$ cat src/rtl/rgb2gray_stream.sv
// Two-stage valid/ready RGB-to-gray converter with runtime mode select and sideband passthrough.
// Optional threshold output (thresh / out_bin) is built only when RGB2GRAY_THRESH_EN is defined.
`default_nettype none

module rgb2gray_stream #(
    parameter int CW  = 4,
    parameter int OW  = 4,
    parameter int SBW = 3
) (
    input  logic              pclk,
    input  logic              rst,
    input  logic [1:0]        mode,
    input  logic              in_valid,
    output logic              in_ready,
    input  logic [3*CW-1:0]   in_rgb,
    input  logic [SBW-1:0]    in_sb,
    output logic              out_valid,
    input  logic              out_ready,
    output logic [OW-1:0]     out_gray,
    output logic [SBW-1:0]    out_sb
`ifdef RGB2GRAY_THRESH_EN
    ,
    input  logic [OW-1:0]     thresh,
    output logic              out_bin
`endif
);

    localparam int SW = CW + 2;
    localparam int WW = CW + 8;

    localparam logic [1:0] MODE_SUM   = 2'd0;
    localparam logic [1:0] MODE_LUMA  = 2'd1;
    localparam logic [1:0] MODE_MAX   = 2'd2;
    localparam logic [1:0] MODE_GREEN = 2'd3;

    function automatic logic [CW-1:0] max3(
        input logic [CW-1:0] a,
        input logic [CW-1:0] b,
        input logic [CW-1:0] c
    );
        logic [CW-1:0] m;
        m = (a > b) ? a : b;
        return (m > c) ? m : c;
    endfunction

    logic              adv_s;
    logic [CW-1:0]     ch_r_s;
    logic [CW-1:0]     ch_g_s;
    logic [CW-1:0]     ch_b_s;
    logic [SW-1:0]     sum_s;
    logic [WW-1:0]     wsum_s;
    logic [CW-1:0]     g_s;

    logic              s1_valid_d, s1_valid_q;
    logic [1:0]        s1_mode_d,  s1_mode_q;
    logic [SBW-1:0]    s1_sb_d,    s1_sb_q;
    logic [SW-1:0]     s1_sum_d,   s1_sum_q;
    logic [WW-1:0]     s1_wsum_d,  s1_wsum_q;
    logic [CW-1:0]     s1_max_d,   s1_max_q;
    logic [CW-1:0]     s1_g_d,     s1_g_q;

    logic              out_valid_d, out_valid_q;
    logic [OW-1:0]     out_gray_d,  out_gray_q;
    logic [SBW-1:0]    out_sb_d,    out_sb_q;
`ifdef RGB2GRAY_THRESH_EN
    logic              out_bin_d,   out_bin_q;
`endif

    // Low bits dropped by the shifts/truncation are intentionally discarded.
    logic              unused_bits_s;

    assign adv_s    = !out_valid_q || out_ready;
    assign in_ready = rst || adv_s;

    assign ch_r_s = in_rgb[3*CW-1 -: CW];
    assign ch_g_s = in_rgb[2*CW-1 -: CW];
    assign ch_b_s = in_rgb[CW-1:0];

    // Stage-1 arithmetic on the incoming pixel.
    always_comb begin
        sum_s  = {2'b00, ch_r_s} + {2'b00, ch_g_s} + {2'b00, ch_b_s};
        wsum_s = ({8'd0, ch_r_s} * {{CW{1'b0}}, 8'd77})
               + ({8'd0, ch_g_s} * {{CW{1'b0}}, 8'd150})
               + ({8'd0, ch_b_s} * {{CW{1'b0}}, 8'd29});
    end

    // Stage-1 next state: load on advance, data only for a valid pixel.
    always_comb begin
        s1_valid_d = s1_valid_q;
        s1_mode_d  = s1_mode_q;
        s1_sb_d    = s1_sb_q;
        s1_sum_d   = s1_sum_q;
        s1_wsum_d  = s1_wsum_q;
        s1_max_d   = s1_max_q;
        s1_g_d     = s1_g_q;
        if (adv_s) begin
            s1_valid_d = in_valid;
            if (in_valid) begin
                s1_mode_d = mode;
                s1_sb_d   = in_sb;
                s1_sum_d  = sum_s;
                s1_wsum_d = wsum_s;
                s1_max_d  = max3(ch_r_s, ch_g_s, ch_b_s);
                s1_g_d    = ch_g_s;
            end else begin
                s1_mode_d = s1_mode_q;
            end
        end else begin
            s1_valid_d = s1_valid_q;
        end
    end

    // Gray value selected by the mode captured with the pixel.
    always_comb begin
        case (s1_mode_q)
            MODE_SUM:   g_s = s1_sum_q[SW-1:2];
            MODE_LUMA:  g_s = s1_wsum_q[WW-1:8];
            MODE_MAX:   g_s = s1_max_q;
            MODE_GREEN: g_s = s1_g_q;
            default:    g_s = {CW{1'b0}};
        endcase
    end

    assign unused_bits_s = ^{1'b0, s1_sum_q[1:0], s1_wsum_q[7:0], g_s};

    // Stage-2 next state: bubbles clear the valid bit, data holds.
    always_comb begin
        out_valid_d = out_valid_q;
        out_gray_d  = out_gray_q;
        out_sb_d    = out_sb_q;
`ifdef RGB2GRAY_THRESH_EN
        out_bin_d   = out_bin_q;
`endif
        if (adv_s) begin
            out_valid_d = s1_valid_q;
            if (s1_valid_q) begin
                out_gray_d = g_s[CW-1 -: OW];
                out_sb_d   = s1_sb_q;
`ifdef RGB2GRAY_THRESH_EN
                out_bin_d  = (g_s[CW-1 -: OW] >= thresh);
`endif
            end else begin
                out_sb_d = out_sb_q;
            end
        end else begin
            out_valid_d = out_valid_q;
        end
    end

    // Pipeline registers with synchronous reset.
    always_ff @(posedge pclk) begin
        if (rst) begin
            s1_valid_q  <= 1'b0;
            s1_mode_q   <= 2'd0;
            s1_sb_q     <= {SBW{1'b0}};
            s1_sum_q    <= {SW{1'b0}};
            s1_wsum_q   <= {WW{1'b0}};
            s1_max_q    <= {CW{1'b0}};
            s1_g_q      <= {CW{1'b0}};
            out_valid_q <= 1'b0;
            out_gray_q  <= {OW{1'b0}};
            out_sb_q    <= {SBW{1'b0}};
`ifdef RGB2GRAY_THRESH_EN
            out_bin_q   <= 1'b0;
`endif
        end else begin
            s1_valid_q  <= s1_valid_d;
            s1_mode_q   <= s1_mode_d;
            s1_sb_q     <= s1_sb_d;
            s1_sum_q    <= s1_sum_d;
            s1_wsum_q   <= s1_wsum_d;
            s1_max_q    <= s1_max_d;
            s1_g_q      <= s1_g_d;
            out_valid_q <= out_valid_d;
            out_gray_q  <= out_gray_d;
            out_sb_q    <= out_sb_d;
`ifdef RGB2GRAY_THRESH_EN
            out_bin_q   <= out_bin_d;
`endif
        end
    end

    assign out_valid = out_valid_q;
    assign out_gray  = out_gray_q;
    assign out_sb    = out_sb_q;
`ifdef RGB2GRAY_THRESH_EN
    assign out_bin   = out_bin_q;
`endif

endmodule

`default_nettype wire

$ cat config.mk
export PLATFORM = sky130hd
export DESIGN_NAME = rgb2gray_stream
export DESIGN_NICKNAME = d
export VERILOG_FILES = /design/src/rtl/rgb2gray_stream.sv
export SDC_FILE = /design/constraint.sdc
export NUM_CORES = 1
export LEC_CHECK = 0
export CAP_MARGIN = 20
export CORE_MARGIN = 2
export CORE_UTILIZATION = 55
export DETAILED_ROUTE_END_ITERATION = 8
export PLACE_DENSITY = 0.77
export RECOVER_POWER = 50
export REMOVE_ABC_BUFFERS = 1
export SETUP_SLACK_MARGIN = 0.2
export SLEW_MARGIN = 20
export SYNTH_ARGS = -nofsm -noshare
export SYNTH_HDL_FRONTEND = slang
export SYNTH_SLANG_ARGS = --single-unit
$ cat constraint.sdc
create_clock -name pclk -period 14.05 [get_ports pclk]
set_input_delay 1.405 -clock pclk [delete_from_list [all_inputs] [get_ports pclk]]
set_output_delay 1.405 -clock pclk [all_outputs]
set_load 0.01 [all_outputs]
==> reports/results.ini, run 1 <==
[status]
outcome = finished, final reports clean

[global_routing]
grt_max_degree = 33
globalRouteTotalUtil = 0.219
antenna_found_initial = 0
overflow = 0
grt_pass1_vias = 2430
grt_pass1_wl_mm = 10.7

[setup_path]
r2r_slack_ns = 11.97
cp.buffers_inverters = 5
crit_fanout = 7
cp-start-kind = primary input
worstSetupEndpointType = flop
crit_cells = 22
cpPeakStageDelay_ns = 0.57
cp_cell_sequence = clkdlybuf4s50_1 > ha_1 > inv_1 > fa_1 > inv_1 > ha_1 > a21o_1 > a21oi_1 > xnor2_1 > ha_1 > ha_1 > inv_1 > fa_1 > fa_1 > inv_1 > ha_1 > a21oi_1 > o21ai_0 > a221oi_1 > xnor2_1 > xnor2_1 > a211oi_1
arrival_ns = 6.71
reg2regPathDepth = 4
critical_path_class = primary input to flop
critPathTopFamily = adder cells
required_ns = 14.22
critPathSlowestCell = clkdlybuf4s50_1
crit_top_cell = ha_1

[power]
peakVddDrop_uv = 68.2
p_leak_nw = 1.66
p_per_area_nw_per_um2 = 130

[synthesis]
ys_top_cells_by_area = ha_1 (22%), dfxtp_1 (20%), fa_1 (17%)
synth_area_per_cell_sq_um = 8.90
synth_top_area_frac = 0.224
synthesis.area_sq_um = 3070
synth-seq-area-share = 0.196
async_flop_share = 0
ys_types = 39
netlist.top_cell.by_area = ha_1
synth_ff_type = dfxtp_1
synth_edf_count = 0
ys.warnings.count = 0
synth_seq_cells = 30
syn_inst = 345
netlist_top_cells_count = inv_1 (63), ha_1 (55), nand2_1 (40), a21oi_1 (30), dfxtp_1 (30)
post-synth-top-count-cell = inv_1

[timing]
tns_ns = 0
drv_slew = 0
finalSetupViolCount = 0
max_clock_freq_mhz = 153
timing.final.crit_period_ns = 6.54
rsz0062_at_grt = no
period_share = 0.465
timing.final.ws_setup_ns = 7.51
hold_viol = 0
slew_headroom = 0.104
skew_ns = 0.00504
tightest_slew_ns = 1.34

[layout]
fin_area_sq_um = 3500
antenna_cells = 0
seq_area_sq_um = 601
drive_gt1_frac = 0.0483
syn_to_final_growth_pct = 14.1
nNetsFinal = 474
multi_input_area_sq_um = 2190
fillers = 479

[route]
viasPerCell = 5.29
dr.pass1.iters = 4
drt-initial-drc-count = 135
wl_mm = 6.17
detail-route-antenna-nets = 0
wl_per_cell_um = 13.9
drcViolationCount = 0
vias = 2352

[place]
dp_hpwl_mm = 5.06
place_area_sq_um = 3420
gp_congestion = 0.902
place_ws_ns = 7.23
numPortBuffers = 29

[die]
io_pins = 30
die_h_um = 78.7
die_w_um = 78.7
core_sq_um = 5440
start_util = 0.565
num_rows = 27
die_area_sq_um = 6200

[min_path]
hp-class = flop to flop
hold_depth = 2

[cts]
cts_setup_buffers = 0
path_clk_slew_ns = 0.06
ctsRootBufferMaster = clkbuf_8
cts_tree = built
cts.path.max_buffers = 2
htree_levels = 2
cts_buffers = 5
clkSinkCount = 30
clkLatencyLatePin_ns = 0.28
postCtsHoldBufs = 0
cts_resized = 0

[job]
max_cap_viol_count = 0

## metal layers
layer  routed length (um)  track usage
met5                    0            0
met4                   94       0.0632
met3                  158       0.0261
met2                 2990        0.386
met1                 2930        0.281
## per-stage QoR
step / power, W / hold WS (ns) / cells / util
after floorplan: 0.000320 / 0.423 / 335 / -
after global placement: 0.000374 / 0.442 / 437 / 0.628
after detailed placement: 0.000388 / 0.446 / 437 / 0.628
after CTS: 0.000459 / 0.455 / 445 / 0.645
after global routing: 0.000504 / 0.479 / 445 / 0.644
final: 0.000455 / 0.450 / 445 / 0.644
## where the power goes
group          internal (W)  switching (W)
clock             0.0000394      0.0000298
sequential        0.0000936     0.00000525
combinational      0.000129       0.000158
## sequential cells by signal, indices dropped and copies added, names as in the netlist
register	count
out_gray	4
out_sb	3
s1_sb_q	3
s1_g_q	4
s1_wsum_q	4
s1_max_q	4
out_valid	1
s1_valid_q	1
s1_sum_q	4
s1_mode_q	2
## logic make-up (layout without fill, tap and decap cells)
| logic type | count (synthesis) | count (layout) | synth area share |
|---|---|---|---|
| compound gates | 60 | 60 | 0.123 |
| xor+xnor | 11 | 11 | 0.0314 |
| fa+ha+maj | 81 | 81 | 0.393 |
| buf+inv | 73 | 101 | 0.0908 |
| flops | 30 | 30 | 0.196 |
| mux | 11 | 11 | 0.0530 |
| simple gates | 79 | 79 | 0.113 |
## cell type report
| class | instances | area share |
|---|---|---|
| clock inverter | 1 | 0.00143 |
| timing repair buffer | 30 | 0.0839 |
| sequential | 30 | 0.171 |
| multi-input combinational | 242 | 0.625 |
| clock buffer | 7 | 0.0246 |
| tap | 72 | 0.0257 |
| inverter | 63 | 0.0675 |
## final timing paths
path / start / endpoint
min: s1_g_q[2] / s1_g_q[2]
min reg2reg: s1_g_q[2] / s1_g_q[2]
max reg2reg: out_valid / s1_sum_q[5]
max: in_rgb[6] / s1_wsum_q[11]
## cell usage in the layout, fill, tap and decap left out, drive strengths merged, types with 5 or more instances in the layout
cell type      Yosys  final
a211oi             7      7
a21oi             31     31
clkbuf             6      8
clkdlybuf4s50      0     19
dfxtp             30     30
dlygate4sd3        0     10
fa                26     26
ha                55     55
inv               63     63
mux2i              5      5
nand2             40     40
nand3              9      9
nor2              14     14
nor2b              5      5
o21ai              6      6
xnor2             10     10
## tightest hold or removal path, cell delays in order, from the launching register on
cell and delay, ns:
dfxtp_1 0.30, nand2_1 0.05, a21oi_1 0.05
(Power assumes the default switching activity.)
==> inputs of run 2 (changes only) <==
- clock period: 14.05 -> 6.25 ns (I/O delays scaled with it)
==> run 2 against run 1 <==
Against the previous run:
- sequential power rose by 120%
- die area did not move
- register-to-register slack got worse by 7.8 ns
- wire length rose by 0.21%
- total power rose by 130%
- sequential cell count did not move
- clock power rose by 130%
- cell count rose by 0.67%
- via count rose by 1.7%
- largest power group unchanged
- design area rose by 0.75%
- combinational power rose by 120%
- sequential share of layout area fell by 0.13 points
==> reports/results.ini, run 2 (synthesized netlist as in run 1, its figures left out) <==
[global_routing]
antenna_found_initial = 0  ; unchanged
grt_max_degree = 33  ; unchanged
globalRouteTotalUtil = 0.226  ; +0.00708
grt_pass1_wl_mm = 11.1  ; +3.0%
overflow = 0  ; unchanged
grt_pass1_vias = 2357  ; -3.0%

[layout]
nNetsFinal = 477  ; +0.63%
drive_gt1_frac = 0.0585  ; +0.0103
final_util = 0.649  ; +0.00483
layout_common_cells = inv_1 (63), ha_1 (55), nand2_1 (40)
fin_area_sq_um = 3530  ; +0.75%
final_common_cell = inv_1
syn_to_final_growth_pct = 14.9
fillers = 471  ; -1.7%
antenna_cells = 0  ; unchanged

[timing]
rsz0062_at_grt = no
timing.final.ws_setup_ns = 0.570  ; -6.94 ns
hold_viol = 0  ; unchanged
finalSetupViolCount = 0  ; unchanged
drv_slew = 0  ; unchanged
tns_ns = 0  ; unchanged
slew_headroom = 0.116  ; +0.0125
timing.final.crit_period_ns = 5.68
period_share = 0.909
skew_ns = 0.00336  ; -0.00168 ns
tightest_slew_ns = 1.33  ; -0.0187 ns
max_clock_freq_mhz = 176

[setup_path]
cp-start-kind = primary input
worstSetupEndpointType = flop
required_ns = 6.43  ; -7.79 ns
crit_fanout = 5  ; -2
arrival_ns = 5.86  ; -0.85 ns
critical_path_class = primary input to flop

[route]
drcViolationCount = 0  ; unchanged
wl_per_cell_um = 13.8  ; -0.46%
wl_mm = 6.19  ; +0.21%
detail-route-antenna-nets = 0  ; unchanged
dr.pass1.iters = 4  ; unchanged
viasPerCell = 5.34  ; +0.98%
drt-initial-drc-count = 77  ; -43%
vias = 2391  ; +1.7%

[cts]
htree_levels = 2  ; unchanged
ctsRootBufferMaster = clkbuf_8
postCtsHoldBufs = 0  ; unchanged
cts_buffers = 5  ; unchanged
cts.path.max_buffers = 2  ; unchanged
cts_tree = built
path_clk_slew_ns = 0.06  ; about the same
cts_setup_buffers = 0  ; unchanged
clkLatencyLatePin_ns = 0.28  ; about the same
cts_resized = 0  ; unchanged
clkSinkCount = 30  ; unchanged

[place]
dp_hpwl_mm = 5.01  ; -1.0%
numPortBuffers = 29  ; unchanged
place_area_sq_um = 3440  ; +0.66%
gp_congestion = 0.838  ; -7.0%
place_ws_ns = 0.300  ; -6.93 ns

[die]
start_util = 0.565  ; unchanged
die_w_um = 78.7  ; unchanged
num_rows = 27  ; unchanged
core_sq_um = 5440  ; unchanged
die_area_sq_um = 6200  ; unchanged
io_pins = 30  ; unchanged
die_h_um = 78.7  ; unchanged

[power]
p_leak_nw = 1.68  ; +0.80%
peakVddDrop_uv = 168  ; +150%
p_per_area_nw_per_um2 = 291  ; +120%

[status]
outcome = finished, final reports clean

[min_path]
hp-class = flop to flop

[job]
max_cap_viol_count = 0  ; unchanged

## run 2: changes by cell type in the layout (fill, tap and decap cells not counted)
cell,before,now
buf_4,0,3
clkinvlp_4,0,1
clkbuf_1,2,1
## run 2: cell type report
type	count	area, sq um	area share
clock buffer	6	82.6	0.0234
clock inverter	2	12.5	0.00354
inverter	63	236	0.0670
multi-input combinational	242	2190	0.621
sequential	30	601	0.170
tap	72	90.1	0.0255
timing repair buffer	33	317	0.0897
## run 2: through the flow
step	cells	power, W	hold WS [ns]
global route	448	0.00114	0.466
floorplan	335	0.000719	0.423
global placement	440	0.000840	0.440
CTS	448	0.00104	0.454
finish	448	0.00103	0.452
detailed placement	440	0.000873	0.445
## run 2: path summary, 6_finish.rpt
kind | start | end | slack (ns) | cells after the start
setup / recovery | in_rgb[7] | s1_wsum_q[11] | 0.57 | 22
hold / removal | out_gray[1] | out_gray[1] | 0.45 | 2
setup reg to reg | out_valid | s1_sum_q[5] | 4.13 | 4
hold reg to reg | out_gray[1] | out_gray[1] | 0.45 | 2
## run 2: routing by layer
metal  share of wire  global-route usage  vias to the layer above
met2            0.49               0.393                       47
met3           0.038              0.0307                        8
li1                -                   -                     1205
met5               0                   0                        -
met4           0.010              0.0561                        0
met1            0.46               0.297                     1131
## run 2: power by group
part | leakage [nW] | switching [W] | internal [W] | total [W]
combinational | 1.38 | 0.000355 | 0.000290 | 0.000645
clock | 0.0472 | 0.0000714 | 0.0000883 | 0.000160
sequential | 0.247 | 0.0000118 | 0.000210 | 0.000222
## run 2: critical path: stages
cell and delay (ns):
clkdlybuf4s50_1 0.51, ha_1 0.34, inv_1 0.06, fa_1 0.52, inv_1 0.05, ha_1 0.23, a21o_1 0.17, a21oi_1 0.18
xnor2_1 0.14, ha_1 0.25, ha_1 0.29, inv_1 0.07, fa_1 0.44, fa_1 0.54, inv_1 0.04, ha_1 0.31
a21oi_1 0.15, o21ai_0 0.12, a221oi_1 0.34, xnor2_1 0.18, xnor2_1 0.09, a211oi_1 0.22
==> inputs of run 3 (changes only) <==
- CAP_MARGIN: 20 -> not set
- SLEW_MARGIN: 20 -> 10
==> results of run 3 <==
Final layout, timing and power as in run 2 (identical DEF).
